<file path="src/rtl/timer_counter.sv">
`default_nettype none
// ============================================================================
//  Module   : timer_counter
//  Purpose  : Programmable 32-bit down-counting timer with a bus-register
//             interface (CTRL / PRESET / COUNT) and a maskable interrupt.
//             One-shot (MODE 00, 10, 11) and auto-reload (MODE 01) operation.
//  Ports    :
//    clk    in   1   system clock, rising edge
//    reset  in   1   asynchronous active-high reset
//    addr   in   30  word address [31:2]; only addr[3:2] decoded
//    we     in   1   write strobe (already range-decoded by the bridge)
//    din    in   32  merged write word
//    dout   out  32  combinational read of the selected register
//    irq    out  1   CTRL.IM & irq_flag
//  Optional : define TC_PRESCALE_EN to add the PSC prescaler register at
//             word offset 3.
//  Revision : 1.0  initial release
// ============================================================================
module timer_counter #(
  parameter logic [31:0] PRESET_RST = 32'h0000_0000
) (
  input  logic        clk,
  input  logic        reset,
  input  logic [31:2] addr,
  input  logic        we,
  input  logic [31:0] din,
  output logic [31:0] dout,
  output logic        irq
);

  typedef enum logic [1:0] {
    IDLE = 2'd0,
    LOAD = 2'd1,
    CNT  = 2'd2,
    INT  = 2'd3
  } state_t;

  localparam logic [1:0] OFS_CTRL   = 2'd0;
  localparam logic [1:0] OFS_PRESET = 2'd1;
  localparam logic [1:0] OFS_COUNT  = 2'd2;
  localparam logic [1:0] OFS_PSC    = 2'd3;

  state_t      state;
  logic        ctrl_en;
  logic [1:0]  ctrl_mode;
  logic        ctrl_im;
  logic [31:0] preset;
  logic [31:0] count;
  logic        irq_flag;
  logic        tick;
  logic [1:0]  ofs;

  assign ofs = addr[3:2];

  // Only the low two word-address bits select a register.
  logic unused_ok;
  assign unused_ok = &{1'b0, addr[31:4]};

`ifdef TC_PRESCALE_EN
  logic [31:0] psc;
  logic [31:0] div;
  // Count/terminal step only once every PSC+1 CNT cycles.
  assign tick = (div == psc);
`else
  assign tick = 1'b1;
`endif

  // --------------------------------------------------------------------------
  // Read mux
  // --------------------------------------------------------------------------
  always_comb begin
    dout = 32'h0;
    case (ofs)
      OFS_CTRL:   dout = {28'h0, ctrl_im, ctrl_mode, ctrl_en};
      OFS_PRESET: dout = preset;
      OFS_COUNT:  dout = count;
`ifdef TC_PRESCALE_EN
      OFS_PSC:    dout = psc;
`else
      OFS_PSC:    dout = 32'h0;
`endif
      default:    dout = 32'h0;
    endcase
  end

  assign irq = ctrl_im & irq_flag;

  // --------------------------------------------------------------------------
  // FSM and register file. The software write block sits after the FSM so a
  // bus write landing on the same edge as an FSM update to CTRL or irq_flag
  // takes precedence.
  // --------------------------------------------------------------------------
  always_ff @(posedge clk or posedge reset) begin
    if (reset) begin
      state     <= IDLE;
      ctrl_en   <= 1'b0;
      ctrl_mode <= 2'b00;
      ctrl_im   <= 1'b0;
      preset    <= PRESET_RST;
      count     <= 32'h0;
      irq_flag  <= 1'b0;
`ifdef TC_PRESCALE_EN
      psc       <= 32'h0;
      div       <= 32'h0;
`endif
    end else begin
      case (state)
        IDLE: begin
          if (ctrl_en) begin
            state <= LOAD;
          end
        end
        LOAD: begin
          count <= preset;
          state <= CNT;
`ifdef TC_PRESCALE_EN
          div   <= 32'h0;
`endif
        end
        CNT: begin
          if (!ctrl_en) begin
            state <= IDLE;
          end else if (tick) begin
`ifdef TC_PRESCALE_EN
            div <= 32'h0;
`endif
            // A preset of 0 or 1 terminates on the first CNT step.
            if (count > 32'd1) begin
              count <= count - 32'd1;
            end else begin
              count    <= 32'h0;
              irq_flag <= 1'b1;
              state    <= INT;
            end
          end else begin
`ifdef TC_PRESCALE_EN
            div <= div + 32'd1;
`endif
          end
        end
        INT: begin
          // Only MODE 01 auto-reloads; the other encodings act as one-shot.
          if (ctrl_mode == 2'b01) begin
            irq_flag <= 1'b0;
          end else begin
            ctrl_en  <= 1'b0;
          end
          state <= IDLE;
        end
        default: state <= IDLE;
      endcase

      if (we) begin
        case (ofs)
          OFS_CTRL: begin
            ctrl_en   <= din[0];
            ctrl_mode <= din[2:1];
            ctrl_im   <= din[3];
            irq_flag  <= 1'b0;
          end
          OFS_PRESET: begin
            preset    <= din;
            irq_flag  <= 1'b0;
          end
          OFS_PSC: begin
`ifdef TC_PRESCALE_EN
            psc <= din;
            div <= 32'h0;
`endif
          end
          default: ;
        endcase
      end
    end
  end

endmodule
`default_nettype wire

</file>
<file path="config.mk">
export PLATFORM = sky130hd
export DESIGN_NAME = timer_counter
export DESIGN_NICKNAME = d
export VERILOG_FILES = /design/src/rtl/timer_counter.sv
export SDC_FILE = /design/constraint.sdc
export NUM_CORES = 1
export LEC_CHECK = 0
export ABC_AREA = 1
export CORE_MARGIN = 5
export CORE_UTILIZATION = 55
export CTS_BUF_LIST = sky130_fd_sc_hd__clkbuf_4 sky130_fd_sc_hd__clkbuf_8
export DETAILED_ROUTE_END_ITERATION = 8
export PLACE_DENSITY = 0.89
export SYNTH_ARGS = -nofsm -noshare
export SYNTH_HDL_FRONTEND = slang
export SYNTH_SLANG_ARGS = --single-unit
</file>
<file path="constraint.sdc">
create_clock -name clk -period 6.22 [get_ports clk]
set_input_delay 1.244 -clock clk [delete_from_list [all_inputs] [get_ports clk]]
set_output_delay 1.244 -clock clk [all_outputs]
set_load 0.01 [all_outputs]
</file>
# [Word level (Yosys, flattened, before mapping)]
# Cells that the tools add are included.
# W data, S select, Z words.
[totals] out_inout_bits=33 input_bits=65 word_cells=46 register_bits=71
[op_classes] bitwise_logic=1 reduce_logical=8 n_lt_le_gt_ge=1 muxes=18 eq_ne=10 addsub=1
[op_table] operator="$pmux W32 S4" count=1
[op_table] operator="$mux W32" count=2
[op_table] operator="$pmux W32 S2" count=1
[op_table] operator="$gt A32 B1 Y1 const B" count=1
[op_table] operator="$sub A32 B1 Y32 const B" count=1
[op_table] operator="$mux W1" count=9
[op_table] operator="$eq A2 B2 Y1 const B" count=4
[op_table] operator="$pmux W2 S4" count=1
[op_table] operator="$reduce_and A2 Y1" count=4
[op_table] operator="$eq A2 B1 Y1 const B" count=3
[op_table] operator="$mux W2" count=3
[op_table] operator="$logic_not A2 Y1" count=2
[op_table] operator="$ne A2 B2 Y1 const B" count=2
[op_table] operator="$ne A3 B3 Y1 const B" count=1
[op_table] operator="$pmux W1 S2" count=1
[op_table] operator="$reduce_bool A2 Y1" count=1
[op_table] operator="$reduce_or A2 Y1" count=1
[op_table] operator="$and A1 B1 Y1" count=1

# [Depth between registers and ports, before layout]
[depth] depth_word=6 mapped_depth=12 mapped_depth_nobuf=12

# [Least setup slack after synthesis]
# No wires, ideal clock.
[synth_path] path_kind="input-to-output" from="input port addr[3] (netlist name)" to="output port dout[25]" n_path_buf=1 cell_stages=5 path_slack_ns=2.764 required_ns=4.976 t_arrival_ns=2.212 path_cell_list="inv_1 nor2_1 clkinv_1 clkbuf_1 o21ai_0"
[synth_via] elab_chain_len=2 word_cells_on_any_way=5 classes_between="eq/ne: 3; mux: 1; reduce/logical: 1"
[synth_rtl] element="start, declared" line="24" source="input logic [31:2] addr,"
[synth_rtl] element="$eq A2 B2 Y1 (tied with other cells)" line="73" source="case (ofs)"
[synth_rtl] element="$pmux W32 S4 (*)" line="73"
[synth_rtl] element="end, declared" line="27" source="output logic [31:0] dout,"
# Every way passes the cells marked *; elsewhere a longest branch is shown, timed or not.

# [Worst setup path in the final report]
[layout_path] from="input port addr[3] (netlist name)" to="output port dout[21]"
# The elaborated chain is that of the path after synthesis.

==> flow_summary.ini <==
[synthesis]
synth_edf_count = 0
synthesis.instances = 622
synth_async_sr_flop_share_pct = 100
yosysSeqAreaShare_pct = 40.4
syn_area_mm2 = 0.00440
ys.flop_type = dfrtp_1
synthesis.nets = 689
yosys_warnings = 0
synth_cell_types = 31
synth_seq_cells = 71
synth_area_per_cell_um2 = 7.07

[final_layout]
diodes = 0
drive_gt1_share_pct = 8.42
final_cells = 791
multiInputGateArea_mm2 = 0.00221
nFillCells = 664
area_growth_pct = 21.9
final-seq-area_mm2 = 0.00178
nets = 751
layout_commonest_cell = nand2_1
final_cell_mix = nand2_1 (196), nor2_1 (84), inv_1 (75)

[routing]
viasPerCell = 5.54
wl_met1_mm = 5.38
routed-wl-met2_mm = 5.95
drt_iter0_drc = 333
drt-total-wl_mm = 12.5
top_layer_used = met4
dr.pass1.iters = 6
wl_per_cell_um = 15.8
met3WireLength_um = 903
ant_nets = 0
via_count = 4382
drcViolationCount = 0

[place]
portBuffers = 69
hpwl_mm = 8.67
placed_cells = 775
gp_congestion = 0.903

[cts]
cts_resized = 0
cts_tree = built
cts_setup_buffers = 0
cts_sinks = 71
cts_max_level = 3
hold_buffers = 0
cts.path.max_buffers = 2
worstSkewPairLatency_ns = 0.36
root_buffer = clkbuf_8
path_clk_slew_ns = 0.07
numCtsBuffers = 9

[floorplanning]
die_w_um = 99.4
core_area_mm2 = 0.00777
fp.dieArea_mm2 = 0.00988
die_y_um = 99.4
io_pins = 98
initial_core_util_pct = 56.6
row_count = 32

[critical_path]
crit_required_ns = 4.98
cp_max_fo = 28
cp.arrival_ns = 3.54
worstSetupEndpointType = output port
startpoint_type = input pin
path_class = in -> out

[worst_hold_path]
hold_class = reg -> reg

[timing]
rsz0062_at_grt = no
relSlewSlack_pct = 33.9
tightestPinTransition_ns = 0.988
tns_ns = 0
setup_viol = 0
min_period_over_period_pct = 76.9
fmax_ghz = 0.209
final-hold-violation-count = 0
maxSlewViolCount = 0
min_period_ns = 4.78
clock_skew_ns = 0.00887

[power]
leakagePower_nw = 2.53
vdd_drop_max_v = 0.000197
p_seq_share_pct = 36.3
combPwrFrac_pct = 43.4
intPower_mw = 1.21
p_sw_share_pct = 43.6
p_sw_mw = 0.938
clkPwrFrac_pct = 20.2
power.density_mw_per_mm2 = 401

[grt]
antenna_found_initial = 0
grt_pass1_vias = 4166
groute.usage.overall_pct = 25.8
grt_overflow = 0
grt_max_degree = 72
grt_pass1_wl_mm = 20.3

[job]
cap_violations = 0

[outcome]
status = complete, no violations
-- layer usage --
metal	GRT usage [%]	vias to the layer above
met5	0	-
met4	9.87	0
met3	3.37	31
met2	41.6	209
met1	35.5	2051
li1	-	2091
-- flip-flops by register name, summed over array words and instances, names as in the netlist --
| signal | cells |
|---|---|
| preset | 32 |
| state | 2 |
| count | 32 |
| irq_flag | 1 |
| ctrl_en | 1 |
| ctrl_im | 1 |
| ctrl_mode | 2 |
-- area by class of cell --
| type | instances | area share (%) |
|---|---|---|
| multi-input cells | 452 | 41.3 |
| flip-flops and latches | 71 | 33.1 |
| repair buffers | 73 | 13.4 |
| inverters | 77 | 5.39 |
| clock buffers | 13 | 3.10 |
| well taps | 102 | 2.38 |
| clock inverters | 3 | 1.21 |
-- cells by family (layout without fill, tap and decap cells) --
logic type,count (synthesis),after routing,share of synthesized area [%]
AO/OA/AOI/OAI,97,97,12.3
AND/OR/NAND/NOR,328,328,32.0
adder cells (fa/ha/maj),2,2,0.569
multiplexers,9,9,2.31
flip-flops,71,71,40.4
buffers and inverters,99,166,9.22
XOR/XNOR,16,16,3.19
-- worst max-delay path, cell delays in order --
cell             delay, ns
clkdlybuf4s50_1       0.51
inv_1                 0.06
nor2_1                0.45
clkinv_1              0.14
buf_4                 0.27
o21ai_0               0.26
clkdlybuf4s50_1       0.59
-- synth_stat cells (3+ instances only) --
cell type,n,share of area [%]
nand2_1,196,17
nor2_1,84,7.2
inv_1,76,6.5
dfrtp_1,71,40
o21ai_0,33,3.8
o22ai_1,23,3.3
a21oi_1,21,2.4
nand3_1,15,1.7
xor2_1,15,3.0
clkbuf_1,13,1.1
a31oi_1,9,1.3
mux2_2,9,2.3
nor2_4,8,2.0
buf_2,6,0.68
nand2_2,6,0.85
nand3_2,6,1.4
nor2_2,6,0.85
o21ai_1,6,0.68
nand4_1,3,0.43
-- worst paths after layout --
path / to / slack (ns) / start / cells after the start
worst max-delay path: dout[21] / 1.44 / addr[3] / 7
worst min-delay path: preset[2] / 0.49 / preset[2] / 2
worst max register to register: count[27] / 3.32 / state[0] / 7
worst min register to register: preset[2] / 0.49 / preset[2] / 2
max in group asynchronous: count[7] / 4.11 / reset / 3
min in group asynchronous: ctrl_mode[1] / 1.49 / reset / 3
-- power by group through the flow --
stage	Combinational, mW	Sequential, mW	Clock (mW)
floorplan	0.679	0.729	0
global placement	0.876	0.774	0
detailed placement	0.912	0.781	0
CTS	0.921	0.775	0.437
global route	1.04	0.798	0.458
finish	0.934	0.781	0.435
-- per-stage QoR --
stage	utilization (%)	setup WS, ns	power (mW)	hold WS, ns	instance area, um2
after global routing	69.0	1.36	2.29	0.521	5360
after detailed placement	66.0	1.46	1.69	0.482	5130
after global placement	66.0	1.50	1.65	0.469	5130
after CTS	69.0	1.45	2.13	0.500	5360
final	69.0	1.44	2.15	0.495	5360
after floorplan	-	2.76	1.41	0.453	4400
Power figures use the tool's default switching activity.
